`src/rtl/alu_seq_w.sv`:
```
// Handshaked WIDTH-bit ALU. Logic ops, add/sub and compares complete in one cycle.
// Shifts and the shift-add multiply iterate one step per BUSY cycle.
module alu_seq_w #(
   parameter int WIDTH = 8,
   parameter int SHW   = $clog2(WIDTH)
) (
   input  logic             clk,
   input  logic             rst_n,
   input  logic             in_valid,
   output logic             in_ready,
   input  logic [3:0]       ALUctrl,
   input  logic [WIDTH-1:0] a,
   input  logic [WIDTH-1:0] b,
   output logic             out_valid,
   input  logic             out_ready,
   output logic [WIDTH-1:0] result,
   output logic             zero,
   output logic             carryout,
   output logic             overflow,
   output logic             illegal
);

   localparam logic [3:0] OP_AND = 4'b0000;
   localparam logic [3:0] OP_OR  = 4'b0001;
   localparam logic [3:0] OP_ADD = 4'b0010;
   localparam logic [3:0] OP_XOR = 4'b0011;
   localparam logic [3:0] OP_SUB = 4'b0110;
   localparam logic [3:0] OP_SLT = 4'b0111;
   localparam logic [3:0] OP_SLL = 4'b1000;
   localparam logic [3:0] OP_SRL = 4'b1001;
   localparam logic [3:0] OP_SRA = 4'b1010;
   localparam logic [3:0] OP_MUL = 4'b1011;
   localparam logic [3:0] OP_NOR = 4'b1100;

   typedef enum logic [1:0] {
      S_IDLE = 2'd0,
      S_BUSY = 2'd1,
      S_DONE = 2'd2
   } state_t;

   state_t               state_q, state_d;
   logic [3:0]           op_q, op_d;
   logic [2*WIDTH-1:0]   acc_q, acc_d;
   logic [2*WIDTH-1:0]   mcand_q, mcand_d;
   logic [WIDTH-1:0]     mplier_q, mplier_d;
   logic [SHW:0]         cnt_q, cnt_d;
   logic [WIDTH-1:0]     result_q, result_d;
   logic                 zero_q, zero_d;
   logic                 carry_q, carry_d;
   logic                 ovf_q, ovf_d;
   logic                 ill_q, ill_d;

   logic                 accept;
   logic [SHW-1:0]       k;
   logic [WIDTH:0]       add_w;
   logic [WIDTH:0]       sub_w;
   logic                 slt_bit;
   logic [WIDTH-1:0]     sc_result;
   logic                 sc_carry;
   logic                 sc_ovf;
   logic                 sc_ill;
   logic                 start_iter;
   logic [WIDTH-1:0]     sh_val;
   logic [WIDTH-1:0]     sh_next;
   logic [2*WIDTH-1:0]   mul_next;
   logic [WIDTH-1:0]     fin_result;
   logic                 fin_ovf;

   assign in_ready  = (state_q == S_IDLE) | ((state_q == S_DONE) & out_ready);
   assign accept    = in_valid & in_ready;
   assign out_valid = (state_q == S_DONE);
   assign result    = result_q;
   assign zero      = zero_q;
   assign carryout  = carry_q;
   assign overflow  = ovf_q;
   assign illegal   = ill_q;

   assign k       = b[SHW-1:0];
   assign add_w   = {1'b0, a} + {1'b0, b};
   assign sub_w   = {1'b0, a} + {1'b0, ~b} + {{WIDTH{1'b0}}, 1'b1};
   assign slt_bit = ($signed(a) < $signed(b));

   // Single-cycle datapath; shifts with k=0 simply pass a through.
   always_comb begin
      sc_result  = '0;
      sc_carry   = 1'b0;
      sc_ovf     = 1'b0;
      sc_ill     = 1'b0;
      start_iter = 1'b0;
      case (ALUctrl)
         OP_AND: sc_result = a & b;
         OP_OR:  sc_result = a | b;
         OP_XOR: sc_result = a ^ b;
         OP_NOR: sc_result = ~(a | b);
         OP_ADD: begin
            sc_result = add_w[WIDTH-1:0];
            sc_carry  = add_w[WIDTH];
            sc_ovf    = (a[WIDTH-1] == b[WIDTH-1]) && (add_w[WIDTH-1] != a[WIDTH-1]);
         end
         OP_SUB: begin
            sc_result = sub_w[WIDTH-1:0];
            sc_carry  = sub_w[WIDTH];
            sc_ovf    = (a[WIDTH-1] != b[WIDTH-1]) && (sub_w[WIDTH-1] != a[WIDTH-1]);
         end
         OP_SLT: sc_result = {{(WIDTH-1){1'b0}}, slt_bit};
         OP_SLL, OP_SRL, OP_SRA: begin
            sc_result  = a;
            start_iter = (k != '0);
         end
         OP_MUL: start_iter = 1'b1;
         default: sc_ill = 1'b1;
      endcase
   end

   assign sh_val = acc_q[WIDTH-1:0];

   always_comb begin
      case (op_q)
         OP_SLL:  sh_next = {sh_val[WIDTH-2:0], 1'b0};
         OP_SRL:  sh_next = {1'b0, sh_val[WIDTH-1:1]};
         default: sh_next = {sh_val[WIDTH-1], sh_val[WIDTH-1:1]};
      endcase
   end

   // Multiplicand walks left while the multiplier walks right, one partial product per step.
   assign mul_next   = acc_q + (mplier_q[0] ? mcand_q : {(2*WIDTH){1'b0}});
   assign fin_result = (op_q == OP_MUL) ? mul_next[WIDTH-1:0] : sh_next;
   assign fin_ovf    = (op_q == OP_MUL) ? (|mul_next[2*WIDTH-1:WIDTH]) : 1'b0;

   always_comb begin
      state_d  = state_q;
      op_d     = op_q;
      acc_d    = acc_q;
      mcand_d  = mcand_q;
      mplier_d = mplier_q;
      cnt_d    = cnt_q;
      result_d = result_q;
      zero_d   = zero_q;
      carry_d  = carry_q;
      ovf_d    = ovf_q;
      ill_d    = ill_q;
      case (state_q)
         S_BUSY: begin
            cnt_d = cnt_q - 1'b1;
            if (op_q == OP_MUL) begin
               acc_d    = mul_next;
               mcand_d  = mcand_q << 1;
               mplier_d = mplier_q >> 1;
            end else begin
               acc_d = {{WIDTH{1'b0}}, sh_next};
            end
            if (cnt_q == {{SHW{1'b0}}, 1'b1}) begin
               state_d  = S_DONE;
               result_d = fin_result;
               zero_d   = (fin_result == '0);
               carry_d  = 1'b0;
               ovf_d    = fin_ovf;
               ill_d    = 1'b0;
            end
         end
         default: begin
            if (accept) begin
               op_d = ALUctrl;
               if (start_iter) begin
                  state_d  = S_BUSY;
                  cnt_d    = (ALUctrl == OP_MUL) ? (SHW+1)'(WIDTH) : {1'b0, k};
                  acc_d    = (ALUctrl == OP_MUL) ? {(2*WIDTH){1'b0}} : {{WIDTH{1'b0}}, a};
                  mcand_d  = {{WIDTH{1'b0}}, a};
                  mplier_d = b;
               end else begin
                  state_d  = S_DONE;
                  result_d = sc_result;
                  zero_d   = (sc_result == '0);
                  carry_d  = sc_carry;
                  ovf_d    = sc_ovf;
                  ill_d    = sc_ill;
               end
            end else if (state_q == S_DONE && out_ready) begin
               state_d = S_IDLE;
            end
         end
      endcase
   end

   always_ff @(posedge clk or negedge rst_n) begin
      if (!rst_n) begin
         state_q  <= S_IDLE;
         op_q     <= '0;
         acc_q    <= '0;
         mcand_q  <= '0;
         mplier_q <= '0;
         cnt_q    <= '0;
         result_q <= '0;
         zero_q   <= 1'b0;
         carry_q  <= 1'b0;
         ovf_q    <= 1'b0;
         ill_q    <= 1'b0;
      end else begin
         state_q  <= state_d;
         op_q     <= op_d;
         acc_q    <= acc_d;
         mcand_q  <= mcand_d;
         mplier_q <= mplier_d;
         cnt_q    <= cnt_d;
         result_q <= result_d;
         zero_q   <= zero_d;
         carry_q  <= carry_d;
         ovf_q    <= ovf_d;
         ill_q    <= ill_d;
      end
   end

endmodule

```
`config.mk`:
```
export PLATFORM = sky130hd
export DESIGN_NAME = alu_seq_w
export DESIGN_NICKNAME = d
export VERILOG_FILES = /design/src/rtl/alu_seq_w.sv
export SDC_FILE = /design/constraint.sdc
export NUM_CORES = 1
export LEC_CHECK = 0
export ABC_AREA = 1
export CAP_MARGIN = 40
export CORE_MARGIN = 2
export CORE_UTILIZATION = 61
export CTS_CLUSTER_DIAMETER = 80
export CTS_CLUSTER_SIZE = 40
export DETAILED_ROUTE_END_ITERATION = 8
export HOLD_SLACK_MARGIN = 0.03
export PLACE_DENSITY = 0.91
export REMOVE_ABC_BUFFERS = 1
export SYNTH_ARGS = -nofsm -noshare
export SYNTH_HDL_FRONTEND = slang
export SYNTH_SLANG_ARGS = --single-unit
```
`constraint.sdc`:
```
create_clock -name clk -period 2.7 [get_ports clk]
set_clock_uncertainty 0.1 [all_clocks]
set_input_delay 0.81 -clock clk [delete_from_list [all_inputs] [get_ports clk]]
set_output_delay 0.81 -clock clk [all_outputs]
set_load 0.02 [all_outputs]
```
==> impl_metrics.ini <==
[run_status]
status = complete, no violations

[logic_synthesis]
synth.distinct_cells = 43
synth_seq_cells = 62
dominantRegCellSynth = dfrtp_1
syn_inst = 846
avgSynthCellArea_um2 = 6.51
synth.top_cell.area_share_pct = 28.2
async_flop_share_pct = 100
synth_most_common_cell = nand2_1
yosysTopAreaCell = dfrtp_1
synth-edff-count = 0
ys_warn_count = 0
synthesis.area_um2 = 5510
synth_commonest_cells = nand2_1, inv_1, nand3_1, nor2_1, dfrtp_1
ys_top_cells_by_area = dfrtp_1, nand2_1, ha_1, inv_1, nand3_1
yosysSeqAreaShare_pct = 28.2

[timing]
timing.final.ws_setup_ns = 0.0765
final_max_slew_viol_count = 0
slew_headroom_pct = 69.7
period_needed_ns = 2.62
hold_viol = 0
hold_ws_ns = 0.332
finalCritPeriodShare_pct = 97.2
clock.fmax_ghz = 0.381
setup_viol = 0
tns_ns = 0
max_slew.worst_pin.slew_ns = 0.453

[routing]
drt_first_iter_violations = 663
ant_nets = 0
routed_via_density = 5.95
vias = 6511
drt-total-wl_um = 18200
drc = 0
wl_per_cell_um = 16.7
drt-pass1-iter-count = 6

[power_and_ir_drop]
ir_drop_mv = 0.367
power.density_nw_per_um2 = 790
power_leakage_nw = 3.91
power.total_mw = 5.68

[clock_tree]
clock-sinks = 62
cts-root-buf = clkbuf_8
clock_latency_ns = 0.37
cts_buffer_depth = 2
clk_pin_slew_ns = 0.09
cts-buffers-inserted = 9
ctsHtreeMaxLevel = 3
cts_tree = done

[placement]
place_area_um2 = 6700
pre_cts_slack_ns = -0.407
hpwl_um = 13200
gp_congestion = 1.01
port_buffers = 37
placedCellCount = 1075

[finish]
syn_to_final_growth_pct = 30.6
drive_above_1_share_pct = 19.5
post-route-util_pct = 82.5
seqCellArea_um2 = 1550
nets = 1050
multi_input_area_um2 = 3500
fin_area_um2 = 7190
n_fill_cell = 550
finalNonFillerCells = 1095
antenna_cells = 0

[global_routing]
groute.usage.overall_pct = 37.5
grt_max_degree = 63
overflow = 0
first_global_vias = 6160
grt_pass1_wl_um = 29200
antenna_found_initial = 0

[floorplanning]
num_rows = 34
pin_count = 38
fp.dieH_um = 99.0
core_area_um2 = 8720
start_util_pct = 63.1
die_w_um = 99.0
die-area_um2 = 9800

[critical_path]
worst_setup_path_start_kind = primary input
reg2reg_to = overflow$_DFFE_PN0P_
worstPathRequired_ns = 2.91
reg2regPathDepth = 19
worstPathMaxFanout = 7
critPathArrivalTime_ns = 2.83
worstSetupPathType = primary input to flip-flop
worstSetupEndpointType = flip-flop
rrSetupSlack_ns = 0.15
r2r_start = mplier_q[0]$_DFFE_PN0P_

[run]
cap_violations = 0

[min_path]
min_path_type = primary input to asynchronous set/reset pin
[cell type report]
type	instances	area share, %
inverter	138	7.27
tap	108	1.88
clock inverter	7	1.77
clock buffer	9	1.72
sequential	62	21.6
multi-input combinational	625	48.6
timing repair buffer	146	17.2
[registers in the layout, summed over array words and instances, names as in the netlist]
| register | cells |
|---|---|
| mplier_q | 8 |
| illegal | 1 |
| mcand_q | 16 |
| zero | 1 |
| carryout | 1 |
| op_q | 4 |
| cnt_q | 4 |
| acc_q | 16 |
| overflow | 1 |
| result | 8 |
| state_q | 2 |
[placed cells by master, fill, tap and decap left out, types with 4 or more instances in the layout]
master           count
a21oi_1             19
a21oi_2              5
a31oi_1              4
buf_4              103
buf_6                4
clkbuf_8             9
clkdlybuf4s50_1     26
dfrtp_1             62
dlymetal6s2s_1       7
ha_1                32
ha_4                 7
inv_1              124
inv_2               11
nand2_1            264
nand2_2              8
nand3_1             75
nand3_2              5
nand3b_1             7
nand4_1              9
nor2_1              61
nor2_2              11
o211ai_1            22
o21a_1               4
o21ai_0             37
o21ai_2              4
o221ai_1             7
o22ai_1             11
[critical path, stage by stage]
cell and delay (ns):
clkdlybuf4s50_1 0.49, inv_1 0.09, ha_4 0.31, nand2_1 0.09, inv_1 0.09, nand4_1 0.16, nand3_1 0.12, nand2_1 0.05
nand3_1 0.08, nand3_2 0.13, nor2_1 0.11, nand3_1 0.09, nand2_1 0.09, nand2_1 0.07, nand2_1 0.05
[power breakdown]
part	switching (mW)	internal, mW
combinational	1.86	1.19
clock	0.430	0.629
sequential	0.289	1.28
total	2.57	3.10
[how the worst max path moves through the flow]
stage | from | end | slack, ns | cells past startpoint
5_1_grt | b[4] | zero$_DFFE_PN0P_ | -0.06 | 15
3_5_place_dp | a[0] | zero$_DFFE_PN0P_ | -0.41 | 16
3_3_place_gp | a[0] | zero$_DFFE_PN0P_ | -0.34 | 16
4_1_cts | out_ready | in_ready | 0.007 | 4
2_1_floorplan | a[0] | zero$_DFFE_PN0P_ | 0.26 | 15
6_report | b[4] | zero$_DFFE_PN0P_ | 0.08 | 15
[metal layers]
layer	wire (µm)	part of all wire (%)	GRT usage, %
met5	0	0	0
met4	991	5.4	18.3
met3	1770	9.7	6.88
met2	8520	47	61.7
met1	6950	38	47.6
[cells by family after synthesis]
logic type,Yosys count,share of synthesized area (%)
adder cells (fa/ha/maj),44,10.4
XOR/XNOR,5,0.795
AND/OR/NAND/NOR,454,35.1
AO/OA/AOI/OAI,122,13.8
flip-flops,62,28.2
buffers and inverters,159,11.7
[what timing repair did]
action / in CTS / in global routing
hold buffers: 0 / 0
gates resized for setup: 11 / 56
setup buffers: 0 / 4
pin swaps: 1 / 9
setup endpoints to repair: 5 / 11
Power figures use the tool's default switching activity.
==> RTL change 1, RTL diff (same flow settings) <==
Put one more register stage on the output `overflow`, without a reset. The value now appears one clock later. The other outputs are not delayed to match.
--- a/src/rtl/alu_seq_w.sv
+++ b/src/rtl/alu_seq_w.sv
@@ -73,5 +73,7 @@
    assign zero      = zero_q;
    assign carryout  = carry_q;
-   assign overflow  = ovf_q;
+   always_ff @(posedge clk) begin
+      overflow <= ovf_q;
+   end
    assign illegal   = ill_q;
 
Behaviour: not the same (Yosys sat finds a counterexample within 4 cycles, from zero or initial values and one cycle with rst_n low).
==> RTL change 1 against the original RTL <==
  * Area after synthesis grew 1.1%
  * Combinational power decreased by 20%
  * Sequential share of layout area rose by 0.54 points
  * Via count decreased by 2.3%
  * Final area down 1.1%
  * Total power down 15%
  * Wire length is 3.2% lower
  * Sequential power is 5% lower
  * Final cell count fell by 0.73%
  * Maximum frequency grew 0.86%
  * Count of clock-buffer cells in the layout did not move
  * Setup slack improved by 0.022 ns
  * Sequential cell count up 1
  * Largest cell class unchanged
  * Highest routed layer unchanged
==> RTL change 1: results <==
metrics = {
    "final_layout": {
        "nNonClkBuffers": 137,
        "layout-drive-gt1-share_pct": 20.3,
        "nFillCells": 558,
        "multi_input_area_share_pct": 48.8,
        "final_nets": 1042,
        "final-seq-area_mm2": 0.00157,
        "final-nonclk-buf-share_pct": 16.4,
        "inverters": 146,
    },
    "grt": {
        "met3_usage_pct": 5.55,
        "track_usage_pct": 35.0,
        "use_met2_pct": 60.0,
        "grt_max_degree": 34,
        "met1_usage_pct": 42.2,
    },
    "pwr": {
        "power.switching_w": 0.00213,
        "p_leak_nw": 3.84,
        "power_frac_comb_pct": 50.1,
        "worst_ir_drop_vdd_v": 0.000288,
        "seqPwrFrac_pct": 30.7,
    },
    "synth": {
        "synth_compound_area_share_pct": 14.2,
        "syn_area_per_cell_um2": 6.57,
        "synthAdderAreaFrac_pct": 10.3,
        "synth.area.top_cells": "dfrtp_1 (28%), nand2_1 (18%), ha_1 (9.2%), inv_1 (9.0%), nand3_1 (6.0%)",
    },
    "placed_design": {
        "dp.cells": 1069,
    },
    "critical_path": {
        "reg2reg_depth": 16,
        "r2r-end": "ovf_q$_DFFE_PN0P_",
        "ff2ff_setup_slack_ns": 0.17,
        "critPathMaxFanout": 2,
    },
    "outcome": {
        "status": "finished clean",
    },
    "routing": {
        "routed_wl_mm": 17.7,
        "wl_per_cell_um": 16.2,
    },
}
## RTL change 1: layer usage
| metal | part of all wire (%) | vias up |
|---|---|---|
| met5 | 0 | - |
| met4 | 5.1 | 0 |
| met3 | 8.5 | 86 |
| met2 | 48 | 407 |
| met1 | 38 | 2898 |
| li1 | - | 2967 |
## RTL change 1: repair_timing
| item | 4_1_cts | 5_1_grt |
|---|---|---|
| pin swaps | 0 | 11 |
| setup endpoints to repair | 8 | 7 |
| setup buffers | 0 | 2 |
| resized for setup | 15 | 37 |
| hold buffers | 0 | 0 |
| gates cloned | 0 | 0 |
## RTL change 1: cell families after synthesis
family / after synthesis
simple gates: 444
compound gates: 127
flops: 63
buf+inv: 167
fa+ha+maj: 44
xor+xnor: 2
## RTL change 1: critical path, stage by stage
cell	delay, ns
clkdlybuf4s50_1	0.49
inv_1	0.07
a21oi_2	0.14
buf_2	0.18
## RTL change 1: how the worst min path moves through the flow
stage                 startpoint                    end  slack (ns)  depth (start not counted)
2_1_floorplan  ovf_q$_DFFE_PN0P_       overflow$_DFF_P_        0.25                          0
3_3_place_gp   ovf_q$_DFFE_PN0P_       overflow$_DFF_P_        0.30                          0
3_5_place_dp   ovf_q$_DFFE_PN0P_       overflow$_DFF_P_        0.30                          0
4_1_cts                    rst_n   acc_q[8]$_DFFE_PN0P_        0.20                          1
5_1_grt                    rst_n  acc_q[13]$_DFFE_PN0P_        0.20                          1
6_report                   rst_n   acc_q[8]$_DFFE_PN0P_        0.19                          1
## RTL change 1: metrics by stage
stage / cell area [um^2] / setup TNS (ns) / setup WS, ns
after floorplan: 5450 / 0 / 0.143
after global placement: 6730 / -4.24 / -0.438
after detailed placement: 6730 / -7.30 / -0.529
after CTS: 6970 / 0 / 0.0402
after global routing: 7110 / -0.0244 / -0.0240
final: 7110 / 0 / 0.0987
==> RTL change 2, RTL diff (same flow settings) <==
Made on the original files. `WIDTH`: 8 -> 16.
--- a/src/rtl/alu_seq_w.sv
+++ b/src/rtl/alu_seq_w.sv
@@ -2,5 +2,5 @@
 // Shifts and the shift-add multiply iterate one step per BUSY cycle.
 module alu_seq_w #(
-   parameter int WIDTH = 8,
+   parameter int WIDTH = 16,
    parameter int SHW   = $clog2(WIDTH)
 ) (
Interface: changed (resized a, b and result); port bits go from 38 to 62. No check against the original RTL was run, so the function may have changed too.
==> RTL change 2 against the original RTL <==
  * The run now fails in 5_1_grt
  * Area after synthesis rose by 100%
  * Synthesized cell count rose by 120%
==> RTL change 2: results <==
metrics = {
    "cts": {
        "cts_made_buffers": 9,
        "clock_path_buffers": 2,
        "htree_num_levels": 3,
        "cts.sinks": 111,
        "clockRootBuffer": "clkbuf_16",
    },
    "synth": {
        "synth_cell_type_count": 40,
        "synth_common_cells": "nand2_1 (614), inv_1 (319), nor2_1 (188), nand3_1 (139), dfrtp_1 (111)",
        "yosys_warnings": 0,
        "synthArstFlopShare_pct": 100,
        "ys_seq_area_share_pct": 25.0,
        "synth.area.top_cells": "dfrtp_1 (25%), nand2_1 (21%), inv_1 (11%), ha_1 (9.8%), nor2_1 (6.3%)",
    },
    "grt": {
        "track_usage_pct": 71.7,
        "grt_max_degree": 66,
        "grt_pass1_wl_mm": 108,
        "grt_pass1_vias": 18720,
        "grt_overflow": 8,
    },
    "placed_design": {
        "port_buffers": 61,
        "hpwl_mm": 32.5,
        "place_congestion": 1.10,
        "place_ws_ns": -0.794,
    },
    "outcome": {
        "status": "did not finish",
        "failing_step": "5_1_grt",
        "tool.error": "[ERROR GRT-0116] Global routing finished with congestion. Check the congestion regions in the DRC Viewer.",
    },
}
==> RTL change 2: cells by family after synthesis <==
group | count (synthesis) | synth area share [%]
flip-flops | 111 | 25.0
adder cells (fa/ha/maj) | 90 | 10.3
buffers and inverters | 380 | 13.6
XOR/XNOR | 5 | 0.394
AND/OR/NAND/NOR | 1010 | 37.4
AO/OA/AOI/OAI | 240 | 13.4
==> RTL change 2: routing by layer <==
metal | GRT overflow | GRT usage, %
met1 | 0 | 72.2
met5 | 0 | 16.8
met4 | 5 | 71.3
met2 | 3 | 89.0
met3 | 0 | 55.7
==> RTL change 2: what timing repair did <==
item / 4_1_cts
hold endpoints to repair: 0
cloned: 2
pin swaps: 99
hold buffers: 0
resized for setup: 336
setup endpoints to repair: 62
buffers inserted: 20
==> RTL change 2: through the flow <==
stage | instance area, um^2 | std cells | TNS [ns] | hold slack, ns | util [%]
global placement | 14000 | 2350 | -25.50 | 0.368 | 78.3
floorplan | 10800 | 1780 | -204.17 | 0.353 | -
CTS | 15700 | 2388 | -0.102 | 0.321 | 87.5
detailed placement | 14000 | 2350 | -35.34 | 0.364 | 78.3
